### src/rtl/led_pulse_stretcher_pkg.sv
// led_pulse_stretcher_pkg: shared state encoding and counter sizing for the LED pulse stretcher
package led_pulse_stretcher_pkg;
  typedef enum logic [1:0] {ST_IDLE = 2'd0, ST_ON = 2'd1, ST_GAP = 2'd2} state_e;
  function automatic int cnt_width(input int hold, input int gap);
    return $clog2((hold > gap ? hold : gap) + 1);
  endfunction
endpackage

### src/rtl/led_stretch_chan.sv
// led_stretch_chan: one channel turning one-tick triggers into fixed on/off LED blinks with a queue
//   clk, rst     clock and asynchronous active-high reset
//   trig_i       one-tick trigger
//   led_o        registered LED drive
//   busy_o       channel blinking or has queued blinks
//   dropped_o    registered pulse when a trigger hits a full queue
module led_stretch_chan
  import led_pulse_stretcher_pkg::*;
#(
  parameter int HOLD_CYCLES = 5000000,
  parameter int GAP_CYCLES  = 5000000,
  parameter int PEND_W      = 2
) (
  input  logic clk,
  input  logic rst,
  input  logic trig_i,
  output logic led_o,
  output logic busy_o,
  output logic dropped_o
);
  localparam int CW = cnt_width(HOLD_CYCLES, GAP_CYCLES);
  localparam logic [CW-1:0] HOLD_C = CW'(HOLD_CYCLES);
  localparam logic [CW-1:0] GAP_C = CW'(GAP_CYCLES);
  localparam logic [PEND_W-1:0] PEND_MAX = '1;
  state_e state_q, state_d;
  logic [CW-1:0] cnt_q, cnt_d;
  logic [PEND_W-1:0] pend_q, pend_d;
  logic led_q, dropped_q, dropped_d;
  logic last, sat;
  assign last = cnt_q == CW'(1);
  assign sat = pend_q == PEND_MAX;
  always_comb begin
    state_d = state_q;
    cnt_d = cnt_q;
    pend_d = pend_q;
    dropped_d = 1'b0;
    if (state_q == ST_IDLE) begin
      if (trig_i) begin
        state_d = ST_ON;
        cnt_d = HOLD_C;
      end
    end else if (state_q == ST_GAP && last) begin
      // End of gap: a queued blink wins; a trigger here either cancels the decrement or restarts.
      state_d = (pend_q != '0 || trig_i) ? ST_ON : ST_IDLE;
      cnt_d = (pend_q != '0 || trig_i) ? HOLD_C : '0;
      pend_d = (pend_q != '0 && !trig_i) ? pend_q - 1'b1 : pend_q;
    end else begin
      pend_d = (trig_i && !sat) ? pend_q + 1'b1 : pend_q;
      dropped_d = trig_i && sat;
      state_d = last ? ST_GAP : state_q;
      cnt_d = last ? GAP_C : cnt_q - 1'b1;
    end
  end
  always_ff @(posedge clk or posedge rst) begin
    if (rst) begin
      state_q <= ST_IDLE;
      cnt_q <= '0;
      pend_q <= '0;
      led_q <= 1'b0;
      dropped_q <= 1'b0;
    end else begin
      state_q <= state_d;
      cnt_q <= cnt_d;
      pend_q <= pend_d;
      led_q <= state_d == ST_ON;
      dropped_q <= dropped_d;
    end
  end
  assign led_o = led_q;
  assign busy_o = state_q != ST_IDLE || pend_q != '0;
  assign dropped_o = dropped_q;
endmodule

### src/rtl/led_pulse_stretcher.sv
// led_pulse_stretcher: N independent trigger-to-visible-blink LED channels
//   clk, rst     clock and asynchronous active-high reset
//   trig_i[N]    one-tick trigger per channel
//   led_o[N]     registered LED drive per channel
//   busy_o[N]    channel active or has queued blinks
//   dropped_o[N] trigger lost to a full queue
module led_pulse_stretcher
  import led_pulse_stretcher_pkg::*;
#(
  parameter int N           = 4,
  parameter int HOLD_CYCLES = 5000000,
  parameter int GAP_CYCLES  = 5000000,
  parameter int PEND_W      = 2
) (
  input  logic         clk,
  input  logic         rst,
  input  logic [N-1:0] trig_i,
  output logic [N-1:0] led_o,
  output logic [N-1:0] busy_o,
  output logic [N-1:0] dropped_o
);
  for (genvar i = 0; i < N; i++) begin : g_chan
    led_stretch_chan #(
      .HOLD_CYCLES(HOLD_CYCLES),
      .GAP_CYCLES (GAP_CYCLES),
      .PEND_W     (PEND_W)
    ) u_chan (
      .clk      (clk),
      .rst      (rst),
      .trig_i   (trig_i[i]),
      .led_o    (led_o[i]),
      .busy_o   (busy_o[i]),
      .dropped_o(dropped_o[i])
    );
  end
endmodule

### config.mk
export PLATFORM = sky130hd
export DESIGN_NAME = led_pulse_stretcher
export DESIGN_NICKNAME = d
export VERILOG_FILES = /design/src/rtl/led_pulse_stretcher_pkg.sv /design/src/rtl/led_stretch_chan.sv /design/src/rtl/led_pulse_stretcher.sv
export SDC_FILE = /design/constraint.sdc
export NUM_CORES = 1
export LEC_CHECK = 0
export ABC_CLOCK_PERIOD_IN_PS = 2430
export CAP_MARGIN = 20
export CORE_ASPECT_RATIO = 1.4
export CORE_MARGIN = 2
export CORE_UTILIZATION = 25
export DETAILED_ROUTE_END_ITERATION = 16
export GPL_TIMING_DRIVEN = 0
export MAX_ROUTING_LAYER = met4
export SLEW_MARGIN = 10
export SYNTH_ARGS = -nofsm -noshare
export SYNTH_HDL_FRONTEND = slang
export SYNTH_HIERARCHICAL = 1
export SYNTH_SLANG_ARGS = --single-unit
### constraint.sdc
create_clock -name clk -period 2.43 [get_ports clk]
set_input_delay 0.486 -clock clk [delete_from_list [all_inputs] [get_ports clk]]
set_output_delay 0.486 -clock clk [all_outputs]
set_load 0.005 [all_outputs]
==> results of run 1 <==
## final timing paths
check	endpoint	start	cells after the start	slack (ns)
setup / recovery	g_chan[3].u_chan/cnt_q[21]	g_chan[3].u_chan/cnt_q[11]	6	0.05
min in group asynchronous	g_chan[1].u_chan/cnt_q[9]	rst	2	0.63
hold / removal	g_chan[0].u_chan/dropped_o	trig_i[0]	3	0.45
setup reg to reg	g_chan[3].u_chan/cnt_q[21]	g_chan[3].u_chan/cnt_q[11]	6	0.05
max in group asynchronous	g_chan[0].u_chan/cnt_q[14]	rst	3	1.15
hold reg to reg	g_chan[3].u_chan/cnt_q[13]	g_chan[3].u_chan/cnt_q[13]	1	0.48
## worst max-delay path: stages (launching register included)
cell,delay (ns)
dfrtp_1,0.40
or4_4,0.60
or4_4,0.55
buf_6,0.15
or3_4,0.37
a21oi_2,0.12
o21bai_1,0.06
## power by group
part / total, uW / internal, uW / leakage [uW] / switching, uW
combinational: 1170 / 589 / 0.00193 / 579
clock: 2670 / 1740 / 0.000307 / 932
sequential: 2840 / 2310 / 0.00131 / 537
## placed cells by master, fill, tap and decap left out, drive strengths merged, types with 15 or more instances in the layout
cell and n:
dfrtp 116, a21oi 80, nand2 62, nor3 62, buf 61, nor2 60
o21ai 55, clkbuf 43, a31oi 40, inv 34, nand3 24, nand4 22
or3 20, nor4 20, or4 18, clkdlybuf4s50 15
## state kept, by name (all words and copies together) (netlist names)
register and cells:
g_chan.u_chan/cnt_q 92, g_chan.u_chan/pend_q 8, g_chan.u_chan/state_q 8, g_chan.u_chan/dropped_o 4, g_chan.u_chan/led_o 4
## per-layer routing
metal  global-route usage, %  up-vias  part of all wire, %
met1                   14.41     3160                   42
met5                       -        -                    0
li1                        -     3174                    -
met2                   23.49      103                   53
met3                   2.449       28                  2.7
met4                   5.941        0                  2.0
## repair_timing
item / 4_1_cts / 5_1_grt
cloned: 0 / 1
resized for setup: 32 / 49
hold buffers: 0 / 0
pin swaps: 9 / 16
buffers inserted: 22 / 17
setup endpoints to repair: 73 / 65
## cells in the mapped netlist (all sizes together) (8+ instances only)
| cell type | count | share of area, % |
|---|---|---|
| a21oi | 80 | 6.0 |
| a31oi | 40 | 3.6 |
| buf | 20 | 1.8 |
| clkbuf | 30 | 1.6 |
| dfrtp | 116 | 42 |
| ha | 8 | 1.4 |
| inv | 34 | 1.8 |
| nand2 | 62 | 3.4 |
| nand2b | 14 | 1.3 |
| nand3 | 24 | 1.7 |
| nand4 | 22 | 2.0 |
| nor2 | 60 | 3.2 |
| nor2b | 8 | 0.72 |
| nor3 | 62 | 5.3 |
| nor4 | 20 | 2.6 |
| o21ai | 54 | 4.0 |
| o311ai | 8 | 1.0 |
| or3 | 20 | 2.0 |
| or4 | 18 | 2.2 |
## layout make-up
type                    count  share of cell area, %
multi-input cells         607                  44.75
flip-flops and latches    116                  32.73
repair buffers             58                  6.127
well taps                 370                  5.211
clock buffers              19                  4.986
plain buffers              42                  2.704
clock inverters            13                  2.056
inverters                  34                  1.437
## through the flow
stage / cells / setup TNS (ns) / hold slack (ns) / setup slack, ns
after floorplan: 806 / 0 / 0.4428 / 0.06290
after global placement: 1191 / -3.769 / 0.4652 / -0.2347
after detailed placement: 1195 / -4.577 / 0.4684 / -0.2126
after CTS: 1245 / -0.04450 / 0.4110 / -0.02768
after global routing: 1259 / -0.02712 / 0.4638 / -0.01582
final: 1259 / 0 / 0.4478 / 0.04955
## cell families (layout without fill, tap and decap cells)
| logic type | Yosys count | after routing | synth area share (%) |
|---|---|---|---|
| and+or+nand+nor | 344 | 344 | 28.16 |
| AOI/OAI and AO/OA | 246 | 247 | 22.33 |
| DFF | 116 | 116 | 41.71 |
| buffers and inverters | 84 | 166 | 5.214 |
| adders and majority gates | 8 | 8 | 1.438 |
| xor gates and xnor gates | 4 | 4 | 0.5034 |
| muxes | 4 | 4 | 0.6472 |
==> reports/results.ini, run 1 <==
[status]
status=finished, final reports clean

[synthesis]
ys_warn_count=6
syn-instance-count=806
synth.cell_area_sq_um=6959
synth_seq_cells=116
synth_cell_types=63
avgSynthCellArea_sq_um=8.634
synth_edf_count=0
async_reset_ff_share_pct=100.0
ys_seq_area_share_pct=41.71
synthFlopType=dfrtp_1
synth_nets=820

[routing]
wl_per_cell_um=14.51
final_antenna_net_count=0
wirelength_mm=18.27
drtPass1Iterations=6
drt_iter0_drc=424
vias_per_cell=5.135
routed-via-count=6465
drt_drc_violations_left=0

[critical_path]
start_kind=register
crit_path_max_fanout=5
cp.arrival_ns=2.68
endpoint_kind=register
required_ns=2.73
path_class=reg -> reg

[floorplanning]
rows=72
fp.dieArea_sq_um=29210
die_x_um=145.0
initial_core_util_pct=25.33
io_pins=18
die-height_um=201.4
core-area_sq_um=27480

[timing]
drv_slew=0
period_minus_slack_ns=2.380
rsz0062_at_grt=yes
finalClockSkew_ns=0.01102
setup_viol=0
timing.fmax_mhz=420.1
hold_violations=0
max_slew_margin_pct=32.91
worst_slew_pin_slew_ns=0.9987
fin_crit_sh_pct=97.96

[final_layout]
syn_to_final_growth_pct=27.65
fillers=2814
multiInputGateArea_sq_um=3975
post-route-util_pct=32.33
final_layout_size_suffix_gt1_share_pct=22.50
regArea_sq_um=2908
final_cell_area_sq_um=8884
n_antenna_cell=0
fin_nets=890

[power_and_ir_drop]
p_per_area_nw_per_um2=752.4
leakage_uw=0.003556
totalPowerFinal_uw=6684
irDropWorstVdd_v=0.0004714

[cts]
cts_tree=built
cts_buffers=17
worstSkewPairLatency_ns=0.42
clockRootBuffer=clkbuf_16
cts.path.max_buffers=2
cts.reportedPaths.clkPinSlew_ns=0.06
cts_max_level=4
cts_sinks=116

[global_route]
antenna_found_initial=0
grt_pass1_vias=6470
gr-total-overflow=0
grt_pass1_wl_mm=31.34
grtUsageTotal_pct=13.25
grt_max_degree=20

[placed_design]
portBuffers=15
globalplace.congestion=0.8329
placed_area_sq_um=7670
hpwl_mm=12.42

[worst_hold_path]
worstHoldPathType=in -> reg

[run]
max_cap_violations=0

(Power assumes the default switching activity.)
==> run 2, diff against run 1 <==
MAX_ROUTING_LAYER = not set   (was met4)
RECOVER_POWER = 25   (was not set)
==> run 2 against run 1 <==
Clock power hardly changed. First-iteration DRC count rose by 0.71%. Flip-flop and latch count unchanged. Die area unchanged. Largest cell class unchanged. Maximum frequency hardly changed. Clock skew decreased by 0.0026 ns. Hold slack got worse by 0.0013 ns. Sequential share of layout area is 0.18 points higher. Highest routed layer unchanged.
==> reports/results.ini, run 2 (synthesis results as in run 1) <==
[status]
status=finished, final reports clean

[worst_hold_path]
worstHoldPathType=in -> reg
min_to=g_chan[0].u_chan/dropped_o
hold_depth=3  ; unchanged
hp-start=trig_i[0]

[placed_design]
portBuffers=15  ; unchanged
hpwl_mm=12.42  ; unchanged
globalplace.congestion=0.8206  ; -1.5%
dp.cells=1195  ; unchanged

[timing]
drv_slew=0  ; unchanged
period_minus_slack_ns=2.381  ; +0.0008044 ns
fin_crit_sh_pct=97.99  ; about the same
timing.fmax_mhz=419.9  ; about the same
rsz0062_at_grt=yes
max_slew_margin_pct=30.49  ; -2.4 points
tns_ns=0  ; unchanged
worst_slew_pin_slew_ns=1.043  ; +0.04400 ns
finalClockSkew_ns=0.008464  ; -0.002555 ns
setup_viol=0  ; unchanged
hold_violations=0  ; unchanged
holdWs_ns=0.4465  ; -0.001324 ns

[global_route]
grt_pass1_wl_mm=31.34  ; unchanged
gr-total-overflow=0  ; unchanged
antenna_found_initial=0  ; unchanged
grt_pass1_vias=6481  ; +0.17%
grt_max_degree=20  ; unchanged
grtUsageTotal_pct=12.86  ; -0.39 points

[floorplanning]
core-area_sq_um=27480  ; unchanged
io_pins=18  ; unchanged
fp.dieArea_sq_um=29210  ; unchanged
rows=72  ; unchanged
die_x_um=145.0  ; unchanged
die-height_um=201.4  ; unchanged
initial_core_util_pct=25.33  ; unchanged

[routing]
drt_iter0_drc=427  ; +0.71%
drt_drc_violations_left=0  ; unchanged
vias_per_cell=5.113  ; -0.42%
wirelength_mm=18.23  ; -0.20%
wl_per_cell_um=14.47  ; -0.28%
drtPass1Iterations=6  ; unchanged
routed-via-count=6443  ; -0.34%
final_antenna_net_count=0  ; unchanged

[cts]
cts_buffers=17  ; unchanged
worstSkewPairLatency_ns=0.42  ; about the same
holdBufCountCts=0  ; unchanged
cts_max_level=4  ; unchanged
clockRootBuffer=clkbuf_16
cts_tree=built
cts_sinks=116  ; unchanged
cts.reportedPaths.clkPinSlew_ns=0.06  ; about the same
cts.path.max_buffers=2  ; unchanged

[critical_path]
cpPeakStageDelay_ns=0.60  ; about the same
cp_common_cell=or4_4
cp_cell_sequence=or4_4 > or4_4 > buf_6 > or3_4 > a21oi_2 > o21bai_1
cpMaxStageDelayCell=or4_4
crit_path_max_fanout=5  ; unchanged
reg2reg_slack_ns=0.05  ; about the same
timing.rr.end=g_chan[3].u_chan/cnt_q[21]
start_kind=register
path_class=reg -> reg
cp.arrival_ns=2.69  ; about the same
required_ns=2.73  ; about the same
rr_worst_depth=6  ; unchanged
r2r-start=g_chan[3].u_chan/cnt_q[11]
endpoint_kind=register

[final_layout]
final_cell_mix=dfrtp_1 (112), a21oi_1 (72), nand2_1 (60)
syn_to_final_growth_pct=26.97
final_cells=1260  ; +0.079%
regMostFlops=g_chan.u_chan/cnt_q
largest_register_ffs=92  ; unchanged
n_antenna_cell=0  ; unchanged
fin_nets=891  ; +0.11%
final_common_cell=dfrtp_1
final_layout_size_suffix_gt1_share_pct=22.25  ; -0.25 points
top_regs=g_chan.u_chan/cnt_q x92, g_chan.u_chan/pend_q x8, g_chan.u_chan/state_q x8

[run]
max_cap_violations=0  ; unchanged

[power_and_ir_drop]
p_per_area_nw_per_um2=755.3  ; +0.38%
irDropWorstVdd_v=0.0004794  ; +1.7%
leakage_uw=0.003520  ; -1.0%

run 2: changes by cell type in the layout (fill, tap and decap cells not counted):
cell             delta
clkbuf_1            +3
buf_16              -2
buf_4               +1
clkbuf_2            -1
clkdlybuf4s50_1     -1
dlygate4sd3_1       +1
nor3_2              +1
nor3_4              -1
run 2: worst max-delay path by stage:
stage	slack, ns	endpoint	cells after the start	from
CTS	-0.03	g_chan[2].u_chan/cnt_q[21]	7	g_chan[2].u_chan/cnt_q[11]
finish	0.05	g_chan[3].u_chan/cnt_q[21]	6	g_chan[3].u_chan/cnt_q[11]
floorplan	0.06	g_chan[2].u_chan/cnt_q[21]	7	g_chan[2].u_chan/cnt_q[10]
global route	-0.04	g_chan[0].u_chan/cnt_q[22]	8	g_chan[0].u_chan/cnt_q[0]
global placement	-0.23	g_chan[3].u_chan/cnt_q[19]	6	g_chan[3].u_chan/cnt_q[10]
detailed placement	-0.21	g_chan[3].u_chan/cnt_q[19]	6	g_chan[3].u_chan/cnt_q[11]
run 2: repair_timing:
| action | in CTS | in global routing |
|---|---|---|
| setup endpoints to repair | 73 | 65 |
| gates cloned | 0 | 1 |
| pin swaps | 9 | 16 |
| resized for setup | 32 | 46 |
| buffers inserted | 22 | 18 |
run 2: critical path: cells and delay by family, from the launching register on:
family	cells	cell delay, ns
AOI/OAI and AO/OA	2	0.19
buffers and inverters	1	0.15
DFF	1	0.39
and+or+nand+nor	3	1.53
run 2: where the power goes:
part           internal (uW)  switching, uW  leakage (uW)  total (uW)
Clock                   1740            936      0.000307        2670
Combinational            579            575       0.00190        1150
Sequential              2310            536       0.00131        2840
Total                   4630           2050       0.00352        6670
run 2: metrics by stage:
step / utilization (%) / power, uW / area (sq um) / setup slack, ns
2_1_floorplan: - / 3568 / 6959 / 0.06290
3_3_place_gp: 27.56 / 3835 / 7572 / -0.2347
3_5_place_dp: 27.91 / 3899 / 7670 / -0.2126
4_1_cts: 31.27 / 6681 / 8591 / -0.02768
5_1_grt: 32.16 / 7096 / 8836 / -0.03596
6_report: 32.16 / 6673 / 8836 / 0.04874
run 2: metal layers:
| metal | global-route usage (%) | share of wire (%) | wire, um | vias to the layer above |
|---|---|---|---|---|
| met5 | 0 | 0 | 0 | - |
| met4 | 5.835 | 2.3 | 414 | 0 |
| met3 | 2.517 | 2.4 | 432 | 32 |
| met2 | 23.49 | 53 | 9614 | 89 |
| met1 | 14.38 | 43 | 7772 | 3151 |
| li1 | - | - | - | 3171 |
run 2: area by class of cell:
type / count / area (sq um)
flip-flops and latches: 116 / 2908
well taps: 370 / 462.9
inverters: 34 / 127.6
plain buffers: 42 / 239.0
multi-input cells: 607 / 3969
repair buffers: 59 / 504.2
clock inverters: 13 / 182.7
clock buffers: 19 / 442.9
fillers: 2821 / 18640
==> run 3, diff against run 2 <==
CORE_UTILIZATION = 50   (was 25)
PLACE_DENSITY = 0.69   (was not set)
SYNTH_HIERARCHICAL = not set   (was 1)
==> run 3 against run 2 <==
Power up 6.2%. Non-clock buffer count down 16. Maximum frequency down 0.91%. First-iteration DRC count down 1.6%. Register-to-register slack worse by 0.02 ns. Clock-buffer cell count up 5. Worst setup slack worse by 0.022 ns. Via count up 1.4%. Critical path depth unchanged. Wire length down 3.7%. Core utilization up 30 points. Sequential share of layout area up 2.1 points. Critical endpoint is now g_chan[1].u_chan.cnt_q[19].
==> reports/results.ini, run 3 <==
[run]
max_cap_violations=0  ; unchanged

[timing]
finalClockSkew_ns=0.01030  ; +0.001839 ns
rsz0062_at_grt=yes
timing.fmax_mhz=416.1  ; -0.91%
holdWs_ns=0.4777  ; +0.03120 ns
max_slew_margin_pct=37.13  ; +6.6 points
worst_slew_pin_slew_ns=0.9359  ; -0.1068 ns
timing.final.ws_setup_ns=0.02686  ; -0.02189 ns
hold_violations=0  ; unchanged
setup_viol=0  ; unchanged
fin_crit_sh_pct=98.89  ; +0.90 points
tns_ns=0  ; unchanged
drv_slew=0  ; unchanged
period_minus_slack_ns=2.403  ; +0.02189 ns

[final_layout]
fin_nets=880  ; -1.2%
regArea_sq_um=2908  ; unchanged
syn_to_final_growth_pct=21.90
final_common_cell=dfrtp_1
final_cell_area_sq_um=8317  ; -5.9%
regMostFlops=g_chan.u_chan.cnt_q
final_layout_size_suffix_gt1_share_pct=16.95  ; -5.3 points
post-route-util_pct=62.41  ; +30 points
n_antenna_cell=0  ; unchanged
fillers=1109  ; -61%
top_regs=g_chan.u_chan.cnt_q x92, g_chan.u_chan.pend_q x8, g_chan.u_chan.state_q x8
largest_register_ffs=92  ; unchanged
final_cell_mix=dfrtp_1 (112), a21oi_1 (82), nand2_1 (73)
multiInputGateArea_sq_um=3771  ; -5.0%

[synthesis]
synth_edf_count=0  ; unchanged
yosysMostFrequentCell=dfrtp_1
yosys.area_share.simple_pct=25.95  ; -2.2 points
synthAdderAreaFrac_pct=1.467  ; +0.029 points
syn-instance-count=825  ; +2.4%
avgSynthCellArea_sq_um=8.270  ; -4.2%
ys_seq_area_share_pct=42.55  ; +0.83 points
synth_nets=839  ; +2.3%
synth.area.mux_share_pct=0.9719  ; +0.32 points
synth_top_family_by_area=simple AND/OR/NAND/NOR gates
synth_cell_types=64  ; +1.6%
synth.cell_area_sq_um=6823  ; -2.0%
ys_warn_count=0  ; -6
yosys.area.top_type=dfrtp_1
synth_xor_area_share_pct=1.284  ; +0.78 points
synth-compound-area-share_pct=21.46  ; -0.87 points
async_reset_ff_share_pct=100.0  ; unchanged
synth.top_cell.area_share_pct=42.55  ; +0.83 points
ys_top_cells_by_count=dfrtp_1 (116), a21oi_1 (85), nand2_1 (74), o21ai_0 (66), nor2_1 (65)
synth_seq_cells=116  ; unchanged
synthFlopType=dfrtp_1
synthTopCellsByArea=dfrtp_1 (43%), a21oi_1 (6.2%), o21ai_0 (4.8%), nand2_1 (4.1%), nor3_1 (3.9%)

[routing]
drt_drc_violations_left=0  ; unchanged
wirelength_mm=17.56  ; -3.7%
vias_per_cell=6.158  ; +20%
drtPass1Iterations=5  ; -1
routed-via-count=6534  ; +1.4%
drt_iter0_drc=420  ; -1.6%
wl_per_cell_um=16.55  ; +14%
final_antenna_net_count=0  ; unchanged

[global_route]
grt_max_degree=38  ; +90%
gr-total-overflow=0  ; unchanged
grt_pass1_vias=6233  ; -3.8%
grt_pass1_wl_mm=28.92  ; -7.7%
antenna_found_initial=0  ; unchanged
grtUsageTotal_pct=24.61  ; +12 points

[floorplanning]
die-height_um=142.2  ; -29%
rows=50  ; -31%
io_pins=18  ; unchanged
initial_core_util_pct=51.20  ; +26 points
die_x_um=102.7  ; -29%
fp.dieArea_sq_um=14610  ; -50%
core-area_sq_um=13330  ; -52%

[critical_path]
crit_path_max_fanout=4  ; -1
path_class=reg -> reg
cp.arrival_ns=2.70  ; about the same
start_kind=register
required_ns=2.73  ; about the same
endpoint_kind=register

[power_and_ir_drop]
irDropWorstVdd_v=0.0004880  ; +1.8%
leakage_uw=0.003316  ; -5.8%
p_per_area_nw_per_um2=852.2  ; +13%

[cts]
cts_buffers=17  ; unchanged
cts_tree=built
clockRootBuffer=clkbuf_16
cts_max_level=4  ; unchanged
cts.path.max_buffers=2  ; unchanged
cts_sinks=116  ; unchanged
worstSkewPairLatency_ns=0.42  ; about the same
cts.reportedPaths.clkPinSlew_ns=0.06  ; about the same

[placed_design]
pre_cts_ws_ns=-0.3334  ; -0.1207 ns
placed_area_sq_um=7254  ; -5.4%
globalplace.congestion=0.8948  ; +9.0%
hpwl_mm=11.41  ; -8.1%
portBuffers=14  ; -1

[status]
status=finished, final reports clean

[worst_hold_path]
worstHoldPathType=in -> reg

[run 3: layer usage]
layer	vias up	part of all wire, %	track usage [%]
met5	-	0	0
met3	35	4.0	5.010
li1	3105	-	-
met2	196	52	41.83
met4	0	2.0	10.88
met1	3198	42	29.76
[run 3: stage by stage]
| step | cells | power [uW] |
|---|---|---|
| after CTS | 1064 | 6968 |
| after floorplan | 825 | 3679 |
| final | 1061 | 7088 |
| after global routing | 1061 | 7449 |
| after global placement | 1021 | 3941 |
| after detailed placement | 1024 | 4046 |
[run 3: worst paths after layout]
path	end	slack, ns	depth (start not counted)	startpoint
max reg2reg	g_chan[1].u_chan.cnt_q[19]	0.03	6	g_chan[1].u_chan.cnt_q[7]
max in group asynchronous	g_chan[3].u_chan.cnt_q[3]	0.50	3	rst
max	g_chan[1].u_chan.cnt_q[19]	0.03	6	g_chan[1].u_chan.cnt_q[7]
min reg2reg	g_chan[2].u_chan.cnt_q[10]	0.49	1	g_chan[2].u_chan.cnt_q[10]
min	g_chan[3].u_chan.dropped_o	0.48	3	trig_i[3]
min in group asynchronous	g_chan[1].u_chan.cnt_q[5]	0.62	2	rst
[run 3: area by class of cell]
cell class              instances  share of cell area, %
multi-input cells             609                  45.34
flip-flops and latches        116                  34.96
clock buffers                  24                  6.033
repair buffers                 37                  3.987
plain buffers                  48                  3.219
well taps                     182                  2.738
clock inverters                 8                  2.031
inverters                      37                  1.685
[run 3: cell families after synthesis]
group	count (synthesis)
fa+ha+maj	8
buf+inv	100
xor+xnor	10
mux	6
flops	116
simple gates	339
compound gates	246
[run 3: timing repair]
item	in CTS	in global routing
hold buffers	0	0
setup buffers	13	7
gates resized for setup	37	50
setup endpoints to repair	89	87
pin swaps	3	4
[run 3: power by group]
group / switching, uW / total, uW / internal, uW
registers: 605 / 2960 / 2360
logic: 689 / 1290 / 598
clock network: 885 / 2840 / 1950
[run 3: worst max-delay path, cell delays in order (launching register included)]
cell and delay [ns]:
dfrtp_1 0.39, or4_4 0.59, or4_4 0.56, buf_6 0.14
or4_4 0.41, a21oi_2 0.14, a21oi_1 0.05
==> RTL edit, RTL diff (settings of run 2) <==
Encoding of `state_e`: now one-hot (3 bits for 3 states).
--- a/src/rtl/led_pulse_stretcher_pkg.sv
+++ b/src/rtl/led_pulse_stretcher_pkg.sv
@@ -1,6 +1,6 @@
 // led_pulse_stretcher_pkg: shared state encoding and counter sizing for the LED pulse stretcher
 package led_pulse_stretcher_pkg;
-  typedef enum logic [1:0] {ST_IDLE = 2'd0, ST_ON = 2'd1, ST_GAP = 2'd2} state_e;
+  typedef enum logic [2:0] {ST_IDLE = 3'b001, ST_ON = 3'b010, ST_GAP = 3'b100} state_e;
   function automatic int cnt_width(input int hold, input int gap);
     return $clog2((hold > gap ? hold : gap) + 1);
   endfunction
Check against the original RTL: same outputs for any inputs over 4 cycles, from zero or initial values and one cycle with rst high; so few cycles prove little.
==> RTL edit against run 2 <==
  * Hold slack better by 0.033 ns
  * Wire length is 2.6% higher
  * Cell area is 3.7% lower
  * Synthesized area is 3.1% higher
  * Global-route usage is 0.056 points lower
  * Power is 17% higher
  * First-iteration DRC count is 17% lower
  * Largest power group unchanged
  * Die area is 3.0% higher
  * Worst setup slack better by 0.042 ns
  * Fmax is 1.8% higher
  * Sequential cell count is 4 higher
  * Critical endpoint is now g_chan[1].u_chan/pend_q[1]
  * Synthesized cell count is 4.2% higher
  * Clock skew is 0.0067 ns higher
==> RTL edit: results (changes against run 2) <==
* First-pass iteration count of the detailed router at 5 (-1)
* WL met2 at 9.748 mm (+1.4%)
* Max IR drop VDD at 0.5180 mV (+8.1%)
* Clk pwr share at 34.3% (-5.8 points)
* Hold_sp: trig_i[2]
* R2r setup slk at 0.09 ns (+0.04 ns)
* Clock Skews at 0.01511 ns (+0.006650 ns)
* FF-to-FF path depth at 6 (unchanged)
* WP data arrival at 2.66 ns (-0.03 ns)
* Nets at 892 (+0.11%)
* Sequential power at 0.00346 W (+22%)
* Global-route wire length before repair at 31.90 mm (+1.8%)
* # resized after CTS at 1 (-97%)
* Sw Ratio at 34.31% (+3.6 points)
* Worst reg2reg endpoint: g_chan[1].u_chan/pend_q[1]
* Grt met2 use at 22.86% (-0.62 points)
* Status: completed
* Hold WC Path Type: primary input to flip-flop
* Commonest cells in the synthesized netlist: dfrtp_1, nand2_1, a21oi_1
* Initial DRC count at 355 (-17%)
* Largest registers: g_chan.u_chan/cnt_q (92), g_chan.u_chan/state_q (12), g_chan.u_chan/pend_q (8)
* Hold depth at 2 (-1)
* Met3 Routed Length at 552 um (+28%)
* Max Freq at 0.4274 GHz (+1.8%)
* Share of cells above drive strength 1 at 9.764% (-12 points)
* Static leakage at 3.518 nW (about the same)
* Register area share after synthesis at 41.94% (+0.23 points)
* M1 GR Usage at 14.55% (+0.17 points)
* Total track usage at 12.80% (-0.056 points)
* Critical-path maximum fanout at 10 (+5)
* Distinct cells, synth at 42 (-33%)
* DR vias/cell at 5.253 (+2.7%)
* WL met1 at 7.919 mm (+1.9%)
* Place WS at -0.1116 ns (+0.1011 ns)
* Mapped Nets at 854 (+4.1%)
* GP Congestion at 0.8615 (+5.0%)
* CP startpoint: g_chan[1].u_chan/cnt_q[11]
* Post-CTS Setup Inserts at 0 (-100%)
* Ranking of synthesized cells by area: dfrtp_1, nand2_1, a21oi_1
* PortBufs at 13 (-2)
* Worst hold path endpoint: g_chan[2].u_chan/state_q[0]
* # fillers at 3033 (+7.5%)
* Slew headroom at 16.77% (-14 points)
* Final wirelength at 18.72 mm (+2.6%)
* Vias in the first global route at 6601 (+1.9%)
* Met3 usage at 2.344% (-0.17 points)
* Largest net degree at the start of global routing at 31 (+55%)
* DPL Wire Length at 12.99 mm (+4.6%)
## RTL edit: area by class of cell
type                    instances  share of cell area [%]
well taps                     375                   5.515
plain buffers                  44                   2.353
flip-flops and latches        120                   35.35
multi-input cells             624                   45.03
clock inverters                12                   2.059
repair buffers                 19                   2.265
inverters                      52                   2.294
clock buffers                  20                   5.132
## RTL edit: per-stage QoR
step,cell area [um^2],std cells,TNS (ns),total power (W),hold WS (ns)
6_report,8508,1266,0,0.007800,0.4790
5_1_grt,8508,1266,-0.05851,0.008290,0.4832
4_1_cts,8487,1264,0,0.007843,0.4467
3_5_place_dp,7869,1232,-0.7687,0.005097,0.5103
3_3_place_gp,7771,1228,-0.2963,0.005002,0.5020
2_1_floorplan,7172,840,0,0.004521,0.4752
## RTL edit: cell families after synthesis
kind of cell	count (synthesis)	share of synthesized area, %
and+or+nand+nor	340	26.73
adders and majority gates	8	1.396
DFF	120	41.94
AOI/OAI and AO/OA	276	24.42
buffers and inverters	96	5.513
